### src/rtl/btn_dispatcher.sv
// btn_dispatcher
//   Arbitrates pending button flags from the input-handling block and hands
//   one command at a time to the game logic over a valid/ready interface.
//   Each consumed physical press is returned as a one-cycle ack pulse.
//   Held directions auto-repeat. The "any" event is acknowledged
//   immediately and drives the activity pulse. An idle-timeout level flags
//   a long period without presses (attract mode).
//
// Ports
//   clk           clock
//   rst_n         asynchronous active-low reset
//   btn[9:0]      pending buttons {any,roll,peek,hard_new,soft_new,guess,
//                 right,left,down,up}, bit 0 = up
//   ack[9:0]      one-cycle acknowledge pulses, same bit order as btn
//   held_dir[3:0] debounced held state {right,left,down,up}
//   cmd_valid     command offered
//   cmd_ready     game logic accepts the command
//   cmd_code[3:0] 0 up,1 down,2 left,3 right,4 guess,5 soft_new,6 hard_new,
//                 7 peek,8 roll
//   cmd_repeat    command came from auto-repeat only
//   activity      one-cycle pulse per "any" event
//   idle_timeout  no press for IDLE_TIMEOUT cycles
module btn_dispatcher #(
  parameter int unsigned CNT_W         = 30,
  parameter int unsigned REPEAT_DELAY  = 6250000,
  parameter int unsigned REPEAT_PERIOD = 2500000,
  parameter int unsigned IDLE_TIMEOUT  = 750000000
) (
  input  logic        clk,
  input  logic        rst_n,
  input  logic [9:0]  btn,
  output logic [9:0]  ack,
  input  logic [3:0]  held_dir,
  output logic        cmd_valid,
  input  logic        cmd_ready,
  output logic [3:0]  cmd_code,
  output logic        cmd_repeat,
  output logic        activity,
  output logic        idle_timeout
);

  localparam logic [63:0] CNT_MAX = (64'd1 << CNT_W) - 64'd1;

  if (CNT_W < 1 || REPEAT_DELAY < 1 || REPEAT_PERIOD < 1 ||
      64'(REPEAT_DELAY) > CNT_MAX || 64'(REPEAT_PERIOD) > CNT_MAX ||
      64'(IDLE_TIMEOUT) > CNT_MAX) begin : g_bad_params
    $error("btn_dispatcher: parameter does not fit CNT_W or is zero");
  end

  localparam logic [CNT_W-1:0] DELAY_LAST  = CNT_W'(REPEAT_DELAY - 1);
  localparam logic [CNT_W-1:0] PERIOD_LAST = CNT_W'(REPEAT_PERIOD - 1);
  localparam logic [CNT_W-1:0] IDLE_LIM    = CNT_W'(IDLE_TIMEOUT);

  typedef enum logic [1:0] {S_IDLE, S_OFFER, S_ACK} state_t;
  typedef enum logic {PH_DELAY, PH_PERIOD} phase_t;

  state_t           state_q, state_d;
  phase_t           phase_q, phase_d;
  logic [3:0]       rpt_q, rpt_d, rpt_set, rpt_clr;
  logic [3:0]       held_prev_q;
  logic [CNT_W-1:0] rpt_cnt_q, rpt_cnt_d;
  logic [CNT_W-1:0] idle_cnt_q, idle_cnt_d;
  logic [8:0]       req, rpt9;
  logic [3:0]       win;
  logic [9:0]       ack_d;
  logic             hs, take;

  // Fixed priority: hard_new > soft_new > guess > peek > roll > up > down
  // > left > right.
  function automatic logic [3:0] pick_cmd(input logic [8:0] r);
    logic [3:0] c;
    c = 4'd0;
    if      (r[6]) c = 4'd6;
    else if (r[5]) c = 4'd5;
    else if (r[4]) c = 4'd4;
    else if (r[7]) c = 4'd7;
    else if (r[8]) c = 4'd8;
    else if (r[0]) c = 4'd0;
    else if (r[1]) c = 4'd1;
    else if (r[2]) c = 4'd2;
    else if (r[3]) c = 4'd3;
    return c;
  endfunction

  function automatic logic [1:0] lowest_dir(input logic [3:0] h);
    logic [1:0] d;
    d = 2'd0;
    for (int unsigned i = 4; i > 0; i--) begin
      if (h[i-1]) d = 2'(i - 1);
    end
    return d;
  endfunction

  assign rpt9 = {5'b0, rpt_q};
  assign req  = btn[8:0] | rpt9;
  assign win  = pick_cmd(req);

  // FSM: state register
  always_ff @(posedge clk or negedge rst_n) begin
    if (!rst_n) state_q <= S_IDLE;
    else        state_q <= state_d;
  end

  // FSM: next state
  always_comb begin
    state_d = state_q;
    case (state_q)
      S_IDLE:  if (|req)     state_d = S_OFFER;
      S_OFFER: if (cmd_ready) state_d = S_ACK;
      S_ACK:                 state_d = S_IDLE;
      default:               state_d = S_IDLE;
    endcase
  end

  // FSM: outputs. cmd_valid decodes the state register so reset drops it
  // asynchronously.
  always_comb begin
    cmd_valid = (state_q == S_OFFER);
    hs        = (state_q == S_OFFER) && cmd_ready;
    take      = (state_q == S_IDLE) && (|req);
  end

  // Ack: "any" is echoed every cycle; a command button is acked only if it
  // is physically pending at the handshake, so a press merged into a
  // repeat is still consumed.
  always_comb begin
    ack_d    = '0;
    ack_d[9] = btn[9];
    if (hs) ack_d[cmd_code] = btn[cmd_code];
  end

  // Auto-repeat timing and flag update. A set in the same cycle as a
  // handshake clear wins.
  always_comb begin
    rpt_set   = '0;
    rpt_clr   = '0;
    phase_d   = phase_q;
    rpt_cnt_d = rpt_cnt_q;
    if (held_dir == '0 || held_dir != held_prev_q) begin
      rpt_cnt_d = '0;
      phase_d   = PH_DELAY;
    end else if (phase_q == PH_DELAY && rpt_cnt_q == DELAY_LAST) begin
      rpt_set[lowest_dir(held_dir)] = 1'b1;
      rpt_cnt_d = '0;
      phase_d   = PH_PERIOD;
    end else if (phase_q == PH_PERIOD && rpt_cnt_q == PERIOD_LAST) begin
      rpt_set[lowest_dir(held_dir)] = 1'b1;
      rpt_cnt_d = '0;
    end else begin
      rpt_cnt_d = rpt_cnt_q + CNT_W'(1);
    end

    if (hs && cmd_code < 4'd4) rpt_clr[cmd_code[1:0]] = 1'b1;
    rpt_d = (held_dir == '0) ? '0 : (rpt_q & ~rpt_clr);
    rpt_d = rpt_d | rpt_set;
  end

  always_comb begin
    if (btn[9])                  idle_cnt_d = '0;
    else if (idle_cnt_q != IDLE_LIM) idle_cnt_d = idle_cnt_q + CNT_W'(1);
    else                         idle_cnt_d = idle_cnt_q;
  end

  always_ff @(posedge clk or negedge rst_n) begin
    if (!rst_n) begin
      cmd_code     <= '0;
      cmd_repeat   <= 1'b0;
      ack          <= '0;
      rpt_q        <= '0;
      held_prev_q  <= '0;
      rpt_cnt_q    <= '0;
      phase_q      <= PH_DELAY;
      idle_cnt_q   <= '0;
      idle_timeout <= 1'b0;
    end else begin
      if (take) begin
        cmd_code   <= win;
        cmd_repeat <= rpt9[win] & ~btn[win];
      end
      ack          <= ack_d;
      rpt_q        <= rpt_d;
      held_prev_q  <= held_dir;
      rpt_cnt_q    <= rpt_cnt_d;
      phase_q      <= phase_d;
      idle_cnt_q   <= idle_cnt_d;
      idle_timeout <= (idle_cnt_d == IDLE_LIM);
    end
  end

  assign activity = ack[9];

endmodule

### config.mk
export PLATFORM = sky130hd
export DESIGN_NAME = btn_dispatcher
export DESIGN_NICKNAME = d
export VERILOG_FILES = /design/src/rtl/btn_dispatcher.sv
export SDC_FILE = /design/constraint.sdc
export NUM_CORES = 1
export LEC_CHECK = 0
export CAP_MARGIN = 10
export CORE_MARGIN = 5
export CORE_UTILIZATION = 45
export DETAILED_ROUTE_END_ITERATION = 16
export PLACE_DENSITY_LB_ADDON = 0.2
export SYNTH_ARGS = -nofsm -noshare
export SYNTH_HDL_FRONTEND = slang
export SYNTH_SLANG_ARGS = --single-unit
### constraint.sdc
create_clock -name clk -period 2.4 [get_ports clk]
set_input_delay 0.24 -clock clk [delete_from_list [all_inputs] [get_ports clk]]
set_output_delay 0.24 -clock clk [all_outputs]
set_load 0.1 [all_outputs]
After elaboration in Yosys (flattened, before gate mapping):

Cells that the tools add are included.
W data, S select, Z words.

* $add $sub $neg: 2
* order comparisons: 10
* equal/unequal tests: 8
* mux-type cells: 49
* bitwise logic cells: 7
* reduce and logical (&&, ||, !) cells: 15

Operators with widths (count)
* $mux W30: 5
* $add A30 B1 Y30 const B: 2
* $mux W4: 10
* $eq A30 B22 Y1 const B: 1
* $eq A30 B23 Y1 const B: 1
* $eq A30 B30 Y1 const B: 1
* $mux W2: 15
* $ne A30 B30 Y1 const B: 1
* $bmux W1 S4: 3
* $bwmux W10: 1
* $lt A4 B5 Y1 const B: 2
* $mux W10: 1
* $logic_and A1 B1 Y1: 9
* $lt A2 B3 Y1 const B: 3
* $mux W1: 9
* $or A9 B4 Y9: 1
* $reduce_or A9 Y1: 1
* $demux W1 S2: 3
* $ge A2 B1 Y1 const B: 3
* $and A4 B4 Y4: 1
* $demux W1 S4: 1
* $ge A4 B1 Y1 const B: 1
* $logic_not A4 Y1: 1
* $lt A4 B3 Y1 const B: 1
* 13 further kinds: 14

* register bits after elaboration: 87
* input port bits: 17
* logic and storage cells: 101

Logic depth before layout (Yosys ltp):

* depth in word-level cells: 15
* depth in mapped cells: 9

Least setup slack after synthesis:

OpenSTA, ideal clock, no wires.

* path kind: reg-to-reg
* start point: register state_q[1]
* end point: register rpt_q[3]
* library setup time: 0.126 ns
* data arrival time: 2.695 ns
* setup slack: -0.421 ns
* stages on the path, launching flop included: 7
* path buffers: 0
* clock period less this slack: 2.821 ns
* path through: dfrtp_1 > nor2b_1 > nand2_1 > nor3_1 > nand3_1 > nand3_1 > o21ai_0

* longest elaborated chain between the ends: 8

Ends and longest elaborated chain
* start, declared: RTL line 57 `state_t state_q, state_d;`
* start signal, assigned: RTL line 101 `else state_q <= state_d;`
* $eq A2 B1 Y1
* net cmd_valid: RTL line 34 `output logic cmd_valid,`
* $logic_and A1 B1 Y1: RTL line 119 `hs = (state_q == S_OFFER) && cmd_ready;`
* $logic_and A1 B1 Y1: RTL line 153 `if (hs && cmd_code < 4'd4) rpt_clr[cmd_code[1:0]] = 1'b1;`
* $mux W4: RTL line 153
* $not A4 Y4: RTL line 154 `rpt_d = (held_dir == '0) ? '0 : (rpt_q & ~rpt_clr);`
* $and A4 B4 Y4: RTL line 154
* $mux W4: RTL line 154
* $or A4 B4 Y4: RTL line 155 `rpt_d = rpt_d | rpt_set;`
* net rpt_d[3]: RTL line 59 `logic [3:0] rpt_q, rpt_d, rpt_set, rpt_clr;`
* end signal, assigned: RTL line 181 `rpt_q <= rpt_d;`
* end, declared: RTL line 59

The timed path passes the listed nets, and every way through them passes these cells.
A chain may end at the register's enable or synchronous reset.

Worst setup path in the final report:

* start point: register idle_cnt_q[0]
* end point: register idle_timeout

* longest elaborated chain between the ends: 4
* elaborated cells on any way between the ends: 5
* classes of those cells: add/sub (1); eq/ne (2); mux (2)

Ends and longest elaborated chain
* start, declared: RTL line 62 `logic [CNT_W-1:0] idle_cnt_q, idle_cnt_d;`
* start signal, assigned: RTL line 185 `idle_cnt_q <= idle_cnt_d;`
* $add A30 B1 Y30 / $ne A30 B30 Y1 (equally long branches): RTL line 160 `else if (idle_cnt_q != IDLE_LIM) idle_cnt_d = idle_cnt_q + CNT_W'(1);`
* $mux W30 (*): RTL line 160
* $mux W30 (*): RTL line 159 `if (btn[9]) idle_cnt_d = '0;`
* $eq A30 B30 Y1 (*): RTL line 186 `idle_timeout <= (idle_cnt_d == IDLE_LIM);`
* end signal, assigned: RTL line 186
* end, declared: RTL line 39 `output logic idle_timeout`

Mark *: on every way between the ends. The rest lies on a longest branch, timed or not.

==> tab_implementation.tex <==
\begin{tabular}{lr}
\hline
Metric & Value \\
\hline
\multicolumn{2}{l}{\textbf{STA}} \\
\quad Sum Neg Setup Slack & 0 ns \\
\quad Worst clock skew & 0.00628 ns \\
\quad Slew at the pin with the worst max-slew slack & 0.561 ns \\
\quad Max frequency & 441 MHz \\
\quad RSZ-0062 raised after global routing & true \\
\quad Slew Viols, Final & 0 \\
\quad Final worst path period need & 2.27 ns \\
\quad Total setup violations reported at the end of the flow & 0 \\
\quad Final count of hold timing violations & 0 \\
\quad Post-route fraction of the period consumed by the critical path & 0.945 \\
\quad Max-Slew Margin vs Limit & 0.623 \\
\multicolumn{2}{l}{\textbf{Clock network}} \\
\quad Level count of the clock H-tree & 3 \\
\quad TritonCTS clock tree & built \\
\quad Clock Sinks & 87 \\
\quad Clock-pin transition on the worst setup and hold timing paths & 0.08 ns \\
\quad Later-pin clock latency in the skew report & $\sim$0.35 ns \\
\quad Maximum buffer depth of the clock tree & 2 \\
\quad Clock Tree Root & sky130\_fd\_sc\_hd\_\_clkbuf\_8 \\
\quad Clock buffers created by TritonCTS & 9 \\
\multicolumn{2}{l}{\textbf{Placement}} \\
\quad Area after detailed placement & 5070 µm² \\
\quad Post-DP HPWL & 7040 µm \\
\quad Last weighted congestion value of the routability-driven placer & between 0.8 and 0.9 \\
\quad Count of buffers from port buffering & 34 \\
\multicolumn{2}{l}{\textbf{Yosys}} \\
\quad Number of unique standard cell types used by synthesis & 53 \\
\quad EDFF count, synth & 0 \\
\quad Cell accounting for the most synthesized area & sky130\_fd\_sc\_hd\_\_dfrtp\_1 \\
\quad Avg Cell Area, Syn & 9.49 µm² \\
\quad Dominant register cell in the synthesized netlist & sky130\_fd\_sc\_hd\_\_dfrtp\_1 \\
\quad Main area contributors after synthesis & sky130\_fd\_sc\_hd\_\_dfrtp\_1 (48\%), sky130\_fd\_sc\_hd\_\_xor2\_1 (7.0\%), sky130\_fd\_sc\_hd\_\_nor2\_1 (6.6\%) \\
\quad Netlist area before placement & 4510 µm² \\
\quad Yosys reg bits & 87 \\
\quad Cells after Synth & 475 \\
\quad Share of flip-flops with an asynchronous set or reset & 1.00 \\
\quad Area share of the largest cell type after synthesis & 0.483 \\
\quad Post-synthesis sequential area ratio & 0.483 \\
\quad Synth warn & 0 \\
\quad Syn Nets & 495 \\
\multicolumn{2}{l}{\textbf{GRT}} \\
\quad Largest net degree at the start of global routing & 49 \\
\quad All-Layer GR Usage & 0.177 \\
\quad Number of antenna violations at the first check in global routing & 0 \\
\quad Vias in the first global route & 3578 \\
\quad GR Overflow Total & 0 \\
\quad Wire length of the first global-routing pass & 16900 µm \\
\multicolumn{2}{l}{\textbf{Floorplan}} \\
\quad Effective utilization at floorplan & 0.461 \\
\quad Top-Level Pins & 35 \\
\quad Die Area & about 12000 µm² \\
\quad Width of the chip & 110 µm \\
\quad Die H & 110 µm \\
\quad \# rows & 36 \\
\quad Placeable Area & between 9000 and 10000 µm² \\
\multicolumn{2}{l}{\textbf{Setup path}} \\
\quad Slowest stage cell, crit path & sky130\_fd\_sc\_hd\_\_dfrtp\_1 \\
\quad CP max FO & 6 \\
\quad Critical Path End Type & flop \\
\quad CP Launch Type & flop \\
\quad Cell-by-cell listing of the critical path & ha\_4 -> nand3\_1 -> nor4\_1 -> buf\_4 -> and3\_1 -> a31oi\_1 -> or4\_4 -> nor4\_2 \\
\quad Flop-to-flop setup slack & 0.13 ns \\
\quad Crit path buf inv count & 1 \\
\quad Crit-path leading delay family & simple AND/OR/NAND/NOR gates \\
\quad Required time worst endpoint & 2.67 ns \\
\quad Class of the most critical setup path & reg -> reg \\
\quad Max stage delay on crit path & 0.45 ns \\
\quad Arrival @ worst endpoint & around 2.5 ns \\
\multicolumn{2}{l}{\textbf{Finish}} \\
\quad Antenna diode instance count & 0 \\
\quad Ratio of cells with drive above 1 in the final layout & 0.162 \\
\quad Total of fill cells in the finished design & 908 \\
\quad Growth of design area from synthesis to finish & 18.8\% \\
\quad Layout Utilization & 0.548 \\
\quad Design Area, Final & 5360 µm² \\
\quad Net total in the final layout & 553 \\
\multicolumn{2}{l}{\textbf{Route}} \\
\quad DRC errors left & 0 \\
\quad Via count of the routed design & 3578 \\
\quad First-pass detailed-route iteration total & 4 \\
\quad Post-Route WL & 9820 µm \\
\quad First DRT Iteration DRCs & roughly 140 \\
\quad Vias/cell & approximately 5.3 \\
\quad Wirelength per Cell & between 10 and 15 µm \\
\quad Remaining antenna violation count after routing & 0 \\
\multicolumn{2}{l}{\textbf{Hold path}} \\
\quad Hold Crit Class & in -> async \\
\multicolumn{2}{l}{\textbf{Pwr}} \\
\quad Power Dens Cells & a little over 600 nW/µm² \\
\quad Total leakage power & between 0.002 and 0.0025 µW \\
\quad Maximum vdd drop & 0.464 mV \\
\quad Overall Power & around 3300 µW \\
\multicolumn{2}{l}{\textbf{Job}} \\
\quad Max-capacitance violation count & 0 \\
\multicolumn{2}{l}{\textbf{Outcome}} \\
\quad Run status & complete, no violations \\
\hline
\end{tabular}
-- stage by stage --
stage	setup WS [ns]	hold slack, ns	instances
floorplan	0.192	-0.0556	475
global placement	0.152	0.260	647
detailed placement	0.0963	0.256	647
CTS	0.0828	0.406	663
global route	-0.0156	0.419	670
finish	0.132	0.407	670
-- sequential cells by signal, indices dropped and copies added, names as in the netlist --
| signal | cells |
|---|---|
| state_q | 2 |
| rpt_cnt_q | 30 |
| held_prev_q | 4 |
| cmd_code | 4 |
| cmd_repeat | 1 |
| phase_q | 1 |
| rpt_q | 4 |
| idle_timeout | 1 |
| ack | 10 |
| idle_cnt_q | 30 |
-- worst paths after layout --
path,from,end,cells past startpoint
max in group asynchronous,rst_n,phase_q$_DFFE_PN0P_,3
hold reg to reg,cmd_repeat$_DFFE_PN0P_,cmd_repeat$_DFFE_PN0P_,2
hold / removal,rst_n,idle_cnt_q[9]$_DFF_PN0_,2
setup / recovery,idle_cnt_q[0]$_DFF_PN0_,idle_timeout$_DFF_PN0_,8
setup reg to reg,idle_cnt_q[0]$_DFF_PN0_,idle_timeout$_DFF_PN0_,8
min in group clk,held_dir[2],held_prev_q[2]$_DFF_PN0_,1
-- cell usage in the layout (no fill, tap or decap), types with 4 or more instances in the layout --
| cell type | instances |
|---|---|
| sky130_fd_sc_hd__a21oi_1 | 8 |
| sky130_fd_sc_hd__and3_1 | 13 |
| sky130_fd_sc_hd__and4_1 | 4 |
| sky130_fd_sc_hd__buf_4 | 46 |
| sky130_fd_sc_hd__clkbuf_8 | 9 |
| sky130_fd_sc_hd__clkdlybuf4s50_1 | 15 |
| sky130_fd_sc_hd__clkinv_2 | 4 |
| sky130_fd_sc_hd__dfrtp_1 | 84 |
| sky130_fd_sc_hd__inv_1 | 13 |
| sky130_fd_sc_hd__nand2_1 | 40 |
| sky130_fd_sc_hd__nand2b_1 | 4 |
| sky130_fd_sc_hd__nand3_1 | 29 |
| sky130_fd_sc_hd__nand4_1 | 17 |
| sky130_fd_sc_hd__nor2_1 | 79 |
| sky130_fd_sc_hd__nor2b_1 | 9 |
| sky130_fd_sc_hd__nor3_1 | 10 |
| sky130_fd_sc_hd__nor4_1 | 10 |
| sky130_fd_sc_hd__nor4_2 | 4 |
| sky130_fd_sc_hd__nor4b_1 | 4 |
| sky130_fd_sc_hd__o21ai_0 | 11 |
| sky130_fd_sc_hd__o31ai_1 | 5 |
| sky130_fd_sc_hd__or4_1 | 4 |
| sky130_fd_sc_hd__xnor2_1 | 20 |
| sky130_fd_sc_hd__xor2_1 | 36 |
-- worst register-to-register path: cells and delay by family, from the launching register on --
family	cells	cell delay (ns)
buf+inv	1	0.21
simple gates	5	1.25
flops	1	0.45
fa+ha+maj	1	0.18
compound gates	1	0.10
-- area by class of cell --
| class | count | area [µm²] | area share |
|---|---|---|---|
| clock buffer | 10 | 128 | 0.0238 |
| clock inverter | 5 | 50.0 | 0.00934 |
| sequential | 87 | 2180 | 0.407 |
| inverter | 13 | 48.8 | 0.00911 |
| timing repair buffer | 65 | 557 | 0.104 |
| tap | 133 | 166 | 0.0311 |
| multi-input combinational | 357 | 2230 | 0.416 |
-- Yosys cell counts, drive strengths merged (3+ instances only) --
| library cell | count |
|---|---|
| nand3 | 31 |
| xnor2 | 20 |
| buf | 7 |
| inv | 13 |
| a21oi | 9 |
| nand4b | 3 |
| clkbuf | 11 |
| nor4b | 4 |
| o21ai | 11 |
| ha | 3 |
| or4 | 5 |
| and2 | 3 |
| and4 | 4 |
| nand2 | 40 |
| nor2b | 10 |
| and3 | 13 |
| a31oi | 3 |
| nor4 | 15 |
| nand4 | 17 |
| nand2b | 4 |
| dfrtp | 87 |
| nor3b | 3 |
| xor2 | 36 |
| nor2 | 79 |
| o31ai | 5 |
| nor3 | 11 |
-- cell families (layout without fill, tap and decap cells) --
kind of cell / Yosys count / after routing / share of synthesized area
AND/OR/NAND/NOR: 252 / 252 / 0.294
flip-flops: 87 / 87 / 0.483
XOR/XNOR: 56 / 56 / 0.109
AO/OA/AOI/OAI: 41 / 41 / 0.0597
buffers and inverters: 31 / 93 / 0.0325
multiplexers: 5 / 5 / 0.0144
adder cells (fa/ha/maj): 3 / 3 / 0.00832
-- per-layer routing --
metal  global-route usage  up-vias  wire, µm
met4               0.0721        0       156
met5                    0        -         0
li1                     -     1764         -
met3               0.0285       12       254
met2                0.295       45      4830
met1                0.231     1757      4580
-- power by group --
| group | switching [µW] | internal [µW] | total, µW | leakage [µW] |
|---|---|---|---|---|
| logic | 545 | 184 | 729 | 0.000960 |
| clock network | 509 | 469 | 978 | 0.0000957 |
| registers | 76.3 | 1520 | 1600 | 0.00119 |
-- timing repair --
item,CTS,global route
setup buffers,0,7
hold endpoints to repair,39,0
hold buffers,1,0
resized for setup,0,11
endpoints found under the setup margin,0,4
No activity file was read; power rests on OpenSTA's default activity.
